File: src/rtl/rdcs_pkg.sv
// rdcs_pkg -- shared types and constants for the pipelined Kogge-Stone
// subtractor rdcs_sub32.
//
// Contents:
//   WIDTH, LEVELS   operand width and number of prefix levels (log2 WIDTH)
//   kpg_t           2-bit kill/propagate/generate code (KILL, PROP, GEN)
//   stage_t         one pipeline stage: valid, carry-in, a^~b, KPG vector
//                   (plus operand sign bits when RDCS_SUB32_FLAGS_EN is set)
//   kpg_init()      per-bit KPG code from a bit of a and a bit of ~b
//   kpg_combine()   prefix operator on a (high, low) pair of KPG codes
//
// Configuration macro: RDCS_SUB32_FLAGS_EN adds the sign bits to stage_t.
package rdcs_pkg;

  localparam int WIDTH  = 32;
  localparam int LEVELS = 5;

  typedef logic [1:0] kpg_t;

  localparam kpg_t KILL = 2'b00;
  localparam kpg_t PROP = 2'b01;
  localparam kpg_t GEN  = 2'b10;

  typedef struct packed {
    logic                   valid;
    logic                   cin;    // ~bin, needed again to form diff[0]
    logic [WIDTH-1:0]       x;      // a ^ ~b, the half-sum
    kpg_t [WIDTH-1:0]       kpg;    // group KPG ending at each bit
`ifdef RDCS_SUB32_FLAGS_EN
    logic                   sign_a;
    logic                   sign_b;
`endif
  } stage_t;

  function automatic kpg_t kpg_init(input logic a_bit, input logic bn_bit);
    kpg_t code;
    if (a_bit & bn_bit)      code = GEN;
    else if (a_bit ^ bn_bit) code = PROP;
    else                     code = KILL;
    return code;
  endfunction

  // The high group decides unless it only propagates, in which case the
  // low group's outcome passes through.
  function automatic kpg_t kpg_combine(input kpg_t hi, input kpg_t lo);
    return (hi == PROP) ? lo : hi;
  endfunction

endpackage

File: src/rtl/rdcs_prefix_cell.sv
// rdcs_prefix_cell -- combinational Kogge-Stone prefix node.
//
// Ports:
//   hi_i   KPG code of the more significant group
//   lo_i   KPG code of the adjacent less significant group
//   out_o  KPG code of the merged group
module rdcs_prefix_cell
  import rdcs_pkg::*;
(
  input  logic [1:0] hi_i,
  input  logic [1:0] lo_i,
  output logic [1:0] out_o
);

  assign out_o = kpg_combine(hi_i, lo_i);

endmodule

File: src/rtl/rdcs_sub32.sv
// rdcs_sub32 -- 32-bit subtractor, diff = a - b - bin, built as
// a + ~b + ~bin over a radix-2 Kogge-Stone prefix tree. One operand
// register stage plus one register stage per prefix level; diff/bout are
// formed combinationally from the last stage (latency 6, throughput 1).
//
// Ports:
//   clk        clock, all state on the rising edge
//   rst        synchronous active-high reset, has priority over hold
//   hold       stall: every pipeline register keeps its value
//   in_valid   a/b/bin valid this cycle
//   a, b       minuend, subtrahend
//   bin        borrow-in
//   out_valid  diff/bout valid
//   diff       a - b - bin mod 2^32 (0 when out_valid is low)
//   bout       borrow-out, 1 when a < b + bin unsigned
//   zero, neg, ovf  result flags, only with RDCS_SUB32_FLAGS_EN defined
//
// Configuration macro: RDCS_SUB32_FLAGS_EN.
module rdcs_sub32 #(
  parameter int WIDTH  = rdcs_pkg::WIDTH,
  parameter int LEVELS = rdcs_pkg::LEVELS
) (
  input  logic             clk,
  input  logic             rst,
  input  logic             hold,
  input  logic             in_valid,
  input  logic [WIDTH-1:0] a,
  input  logic [WIDTH-1:0] b,
  input  logic             bin,
  output logic             out_valid,
  output logic [WIDTH-1:0] diff,
  output logic             bout
`ifdef RDCS_SUB32_FLAGS_EN
 ,output logic             zero,
  output logic             neg,
  output logic             ovf
`endif
);

  import rdcs_pkg::*;

  stage_t           stage_q [LEVELS+1];
  stage_t           stage_d [LEVELS+1];
  kpg_t [WIDTH-1:0] lvl_kpg [LEVELS];
  logic [WIDTH-1:0] b_n;
  stage_t           last;
  logic [WIDTH-1:0] carry_in;

  assign b_n = ~b;

  // Prefix level l merges each bit with the group 2^l positions below it;
  // bits below the span already hold their final prefix and pass through.
  for (genvar l = 0; l < LEVELS; l++) begin : g_lvl
    for (genvar i = 0; i < WIDTH; i++) begin : g_bit
      if (i >= (1 << l)) begin : g_cell
        rdcs_prefix_cell u_cell (
          .hi_i  (stage_q[l].kpg[i]),
          .lo_i  (stage_q[l].kpg[i-(1<<l)]),
          .out_o (lvl_kpg[l][i])
        );
      end else begin : g_pass
        assign lvl_kpg[l][i] = stage_q[l].kpg[i];
      end
    end
  end

  // NOTE: every signal written here gets a full default first, so no path
  // leaves a value unassigned and no latch is inferred.
  always_comb begin
    stage_d[0]       = '0;
    stage_d[0].valid = in_valid;
    stage_d[0].cin   = ~bin;
    stage_d[0].x     = a ^ b_n;
    for (int i = 0; i < WIDTH; i++) begin
      stage_d[0].kpg[i] = kpg_init(a[i], b_n[i]);
    end
    // Folding the carry-in into bit 0 resolves every prefix to KILL or GEN.
    if (stage_d[0].kpg[0] == PROP) begin
      stage_d[0].kpg[0] = stage_d[0].cin ? GEN : KILL;
    end
`ifdef RDCS_SUB32_FLAGS_EN
    stage_d[0].sign_a = a[WIDTH-1];
    stage_d[0].sign_b = b[WIDTH-1];
`endif
    for (int l = 0; l < LEVELS; l++) begin
      stage_d[l+1]     = stage_q[l];
      stage_d[l+1].kpg = lvl_kpg[l];
    end
  end

  // NOTE: pipeline state uses non-blocking assignments so every stage
  // samples its predecessor's pre-edge value. All stages, data included,
  // are cleared on reset so a bubble or frozen output is deterministic.
  always_ff @(posedge clk) begin
    if (rst) begin
      for (int l = 0; l <= LEVELS; l++) stage_q[l] <= '0;
    end else if (!hold) begin
      for (int l = 0; l <= LEVELS; l++) stage_q[l] <= stage_d[l];
    end
  end

  assign last = stage_q[LEVELS];

  // Carry into bit i is the carry out of the prefix group [i-1:0].
  always_comb begin
    carry_in    = '0;
    carry_in[0] = last.cin;
    for (int i = 1; i < WIDTH; i++) begin
      carry_in[i] = (last.kpg[i-1] == GEN);
    end
  end

  assign out_valid = last.valid;
  assign diff      = last.valid ? (last.x ^ carry_in) : '0;
  assign bout      = last.valid & (last.kpg[WIDTH-1] != GEN);

`ifdef RDCS_SUB32_FLAGS_EN
  assign zero = last.valid & (diff == '0);
  assign neg  = last.valid & diff[WIDTH-1];
  // Signed overflow: operands of opposite sign and the result's sign
  // differs from the minuend's.
  assign ovf  = last.valid & (last.sign_a ^ last.sign_b)
                           & (diff[WIDTH-1] ^ last.sign_a);
`endif

endmodule

File: config.mk
export PLATFORM = sky130hd
export DESIGN_NAME = rdcs_sub32
export DESIGN_NICKNAME = d
export VERILOG_FILES = /design/src/rtl/rdcs_pkg.sv /design/src/rtl/rdcs_prefix_cell.sv /design/src/rtl/rdcs_sub32.sv
export SDC_FILE = /design/constraint.sdc
export NUM_CORES = 1
export LEC_CHECK = 0
export CORE_UTILIZATION = 50
export CTS_BUF_LIST = sky130_fd_sc_hd__clkbuf_8 sky130_fd_sc_hd__clkbuf_16
export DETAILED_ROUTE_END_ITERATION = 8
export GPL_ROUTABILITY_DRIVEN = 0
export PLACE_DENSITY_LB_ADDON = 0.1
export SYNTH_ARGS = -nofsm -noshare
export SYNTH_HDL_FRONTEND = slang
export SYNTH_HIERARCHICAL = 1
export SYNTH_SLANG_ARGS = --single-unit
export TNS_END_PERCENT = 10
File: constraint.sdc
create_clock -name clk -period 18.2 [get_ports clk]
set_input_delay 2.73 -clock clk [delete_from_list [all_inputs] [get_ports clk]]
set_output_delay 2.73 -clock clk [all_outputs]
set_load 0.005 [all_outputs]
==> results.cfg <==
[timing]
setup_viol = 0
finalSetupTns_ns = 0
tightest_slew_ns = 1.20
finalCritPeriodShare_pct = 30.6
hold_violations = 0
rsz0062_at_grt = false
skew_ns = 0.0112
slew_violations = 0
fmax_mhz = 179
period_minus_slack_ns = 5.58
relSlewSlack_pct = 20.1

[floorplan]
start_util_pct = 50.6
fp.coreArea_um2 = 50000
fp-row-count = 82
die_x_um = 227
dieArea_um2 = 51400
die_y_um = 227
io_pins = 103

[route]
viasPerCell = 4.95
remaining_drc_errors = 0
route.antenna.remaining_nets = 0
initialDrtViolationCount = 829
dr.pass1.iters = 5
dr_total_vias = 12480
drt-total-wl_mm = 42.7
wl_per_cell_um = 17.0

[worst_setup_path]
critPathMostFrequentCell = buf_4
critPathRequiredTime_ns = 18.67
crit_path_start_kind = input port
critPathMaxFanout = 335
cpLargestDelayFamily = buffers and inverters
critical_path_class = input port to flip-flop
critPathBufInv = 4
crit_slowest_cell = buf_4
critPathArrivalTime_ns = 6.05
end_kind = flip-flop
cp_cell_sequence = clkdlybuf4s50_1 -> nor2_4 -> buf_4 -> buf_4 -> buf_12 -> and2_1
cp_slowest_stage_delay_ns = 0.85
ff2ff_path_depth = 2
crit_cells = 6

[clocking]
cts_made_buffers = 60
clk_latency_ns = 0.61
cts_tree = done
htree_num_levels = 2
cts-resized-gates = 0
cts_setup_buffers = 0
cts.path.max_buffers = 3
clk_root_buffer_cell = clkbuf_16
cts-hold-fix-buffers = 0
clock_sinks = 588
path_clk_slew_ns = 0.06

[placed_design]
hpwl_mm = 27.6
port_buffers = 102

[pwr]
p_total_w = 0.00299
p_leak_nw = 11.7
irDropWorstVdd_v = 0.0000702
power_density_nw_per_um2 = 104

[logic_synthesis]
synth.top_cells.by_area = edfxtp_1 (70%), and2_1 (14%), a21o_1 (3.8%), o21a_1 (3.8%), ha_1 (1.6%)
synth_top_area_share_pct = 69.9
synthMostInstantiatedCell = edfxtp_1
ys_ff_latch = 588
synth_nets = 1804
synth_common_cells = edfxtp_1 (588), and2_1 (555), a21o_1 (129), o21a_1 (129), inv_1 (33)
synth_seq_area_share_pct = 69.9
syn_avg_cell_area_um2 = 14.8
synth_cell_types = 26
ys.flop_type = edfxtp_1
synth_area_um2 = 25300
synth_cells = 1703
ys_async_sr_fraction_pct = 0
synth_edf_count = 588
ys_warn_count = 6
synth_area_leader_cell = edfxtp_1

[run]
max-cap-violations = 0

[cells_and_area]
nFillCells = 3968
reg_top3 = stage_q: 588 flops
largest_reg_flops = 588
final_nets = 1904
regMostFlops = stage_q
multi_input_area_um2 = 7070
n_antenna_cell = 0
ff_latch_area_um2 = 17700
syn_to_final_growth_pct = 13.7
drive_gt1_share_pct = 6.66

[global_route]
antenna_found_initial = 1
grt_pass1_vias = 12338
grt_start_max_net_pins = 336
grt_usage_pct = 17.1
overflow = 0
grt_first_pass_wirelength_mm = 67.3

[hold_path]
whs_path_depth = 1
min_path_type = flip-flop to flip-flop

[outcome]
status = complete, no violations
==> cell type report <==
| type | instances | share of cell area, % |
|---|---|---|
| Inverter | 33 | 0.431 |
| Clock buffer | 61 | 5.31 |
| Tap cell | 672 | 2.93 |
| Clock inverter | 46 | 1.35 |
| Sequential cell | 588 | 61.5 |
| Multi-Input combinational cell | 1010 | 24.6 |
| Timing Repair Buffer | 110 | 3.89 |
==> kinds of logic (layout without fill, tap and decap cells) <==
family | Yosys count | in the layout | synth area share (%)
simple gates | 685 | 685 | 18.0
xor+xnor | 1 | 1 | 0.0347
compound gates | 291 | 291 | 8.33
fa+ha+maj | 32 | 32 | 1.58
buf+inv | 105 | 250 | 2.20
other cells | 1 | 1 | 0.0148
flops | 588 | 588 | 69.9
==> worst paths after layout <==
path                                  end                    startpoint  slack, ns
max          stage_q[4][19]$_SDFFCE_PP0P_                          hold      12.62
min reg2reg  stage_q[3][94]$_SDFFCE_PP0P_  stage_q[2][94]$_SDFFCE_PP0P_       0.51
max reg2reg  stage_q[4][42]$_SDFFCE_PP0P_  stage_q[3][43]$_SDFFCE_PP0P_      17.08
min          stage_q[3][94]$_SDFFCE_PP0P_  stage_q[2][94]$_SDFFCE_PP0P_       0.51
==> metal layers <==
metal	vias up	GRT usage, %	wire (um)
met5	-	0	0
met4	0	4.77	910
met3	62	3.49	1710
met2	215	26.1	19000
met1	5917	24.9	21100
li1	6286	-	-
==> placed cells by master (no fill, tap or decap), drive strengths merged, types with 32 or more instances in the layout <==
master	synthesis	layout
o21a	129	129
a21o	129	129
clkdlybuf4s50	0	102
ha	32	32
clkbuf	47	61
and2	555	555
inv	33	42
edfxtp	588	588
==> stage by stage <==
stage / std cells / util [%] / hold slack (ns) / setup slack (ns) / area (um2)
floorplan: 1703 / - / 0.497 / 0.404 / 25300
global placement: 2413 / 53.7 / 0.501 / 12.12 / 26800
detailed placement: 2413 / 53.7 / 0.503 / 12.06 / 26800
CTS: 2520 / 57.5 / 0.501 / 12.68 / 28700
global route: 2520 / 57.5 / 0.521 / 12.38 / 28700
finish: 2520 / 57.5 / 0.507 / 12.62 / 28700
==> power breakdown <==
part / internal [W] / switching [W] / total, W
Clock: 0.000701 / 0.000490 / 0.00119
Combinational: 0.0000772 / 0.0000796 / 0.000157
Sequential: 0.00159 / 0.0000507 / 0.00164
(Power assumes the default switching activity.)
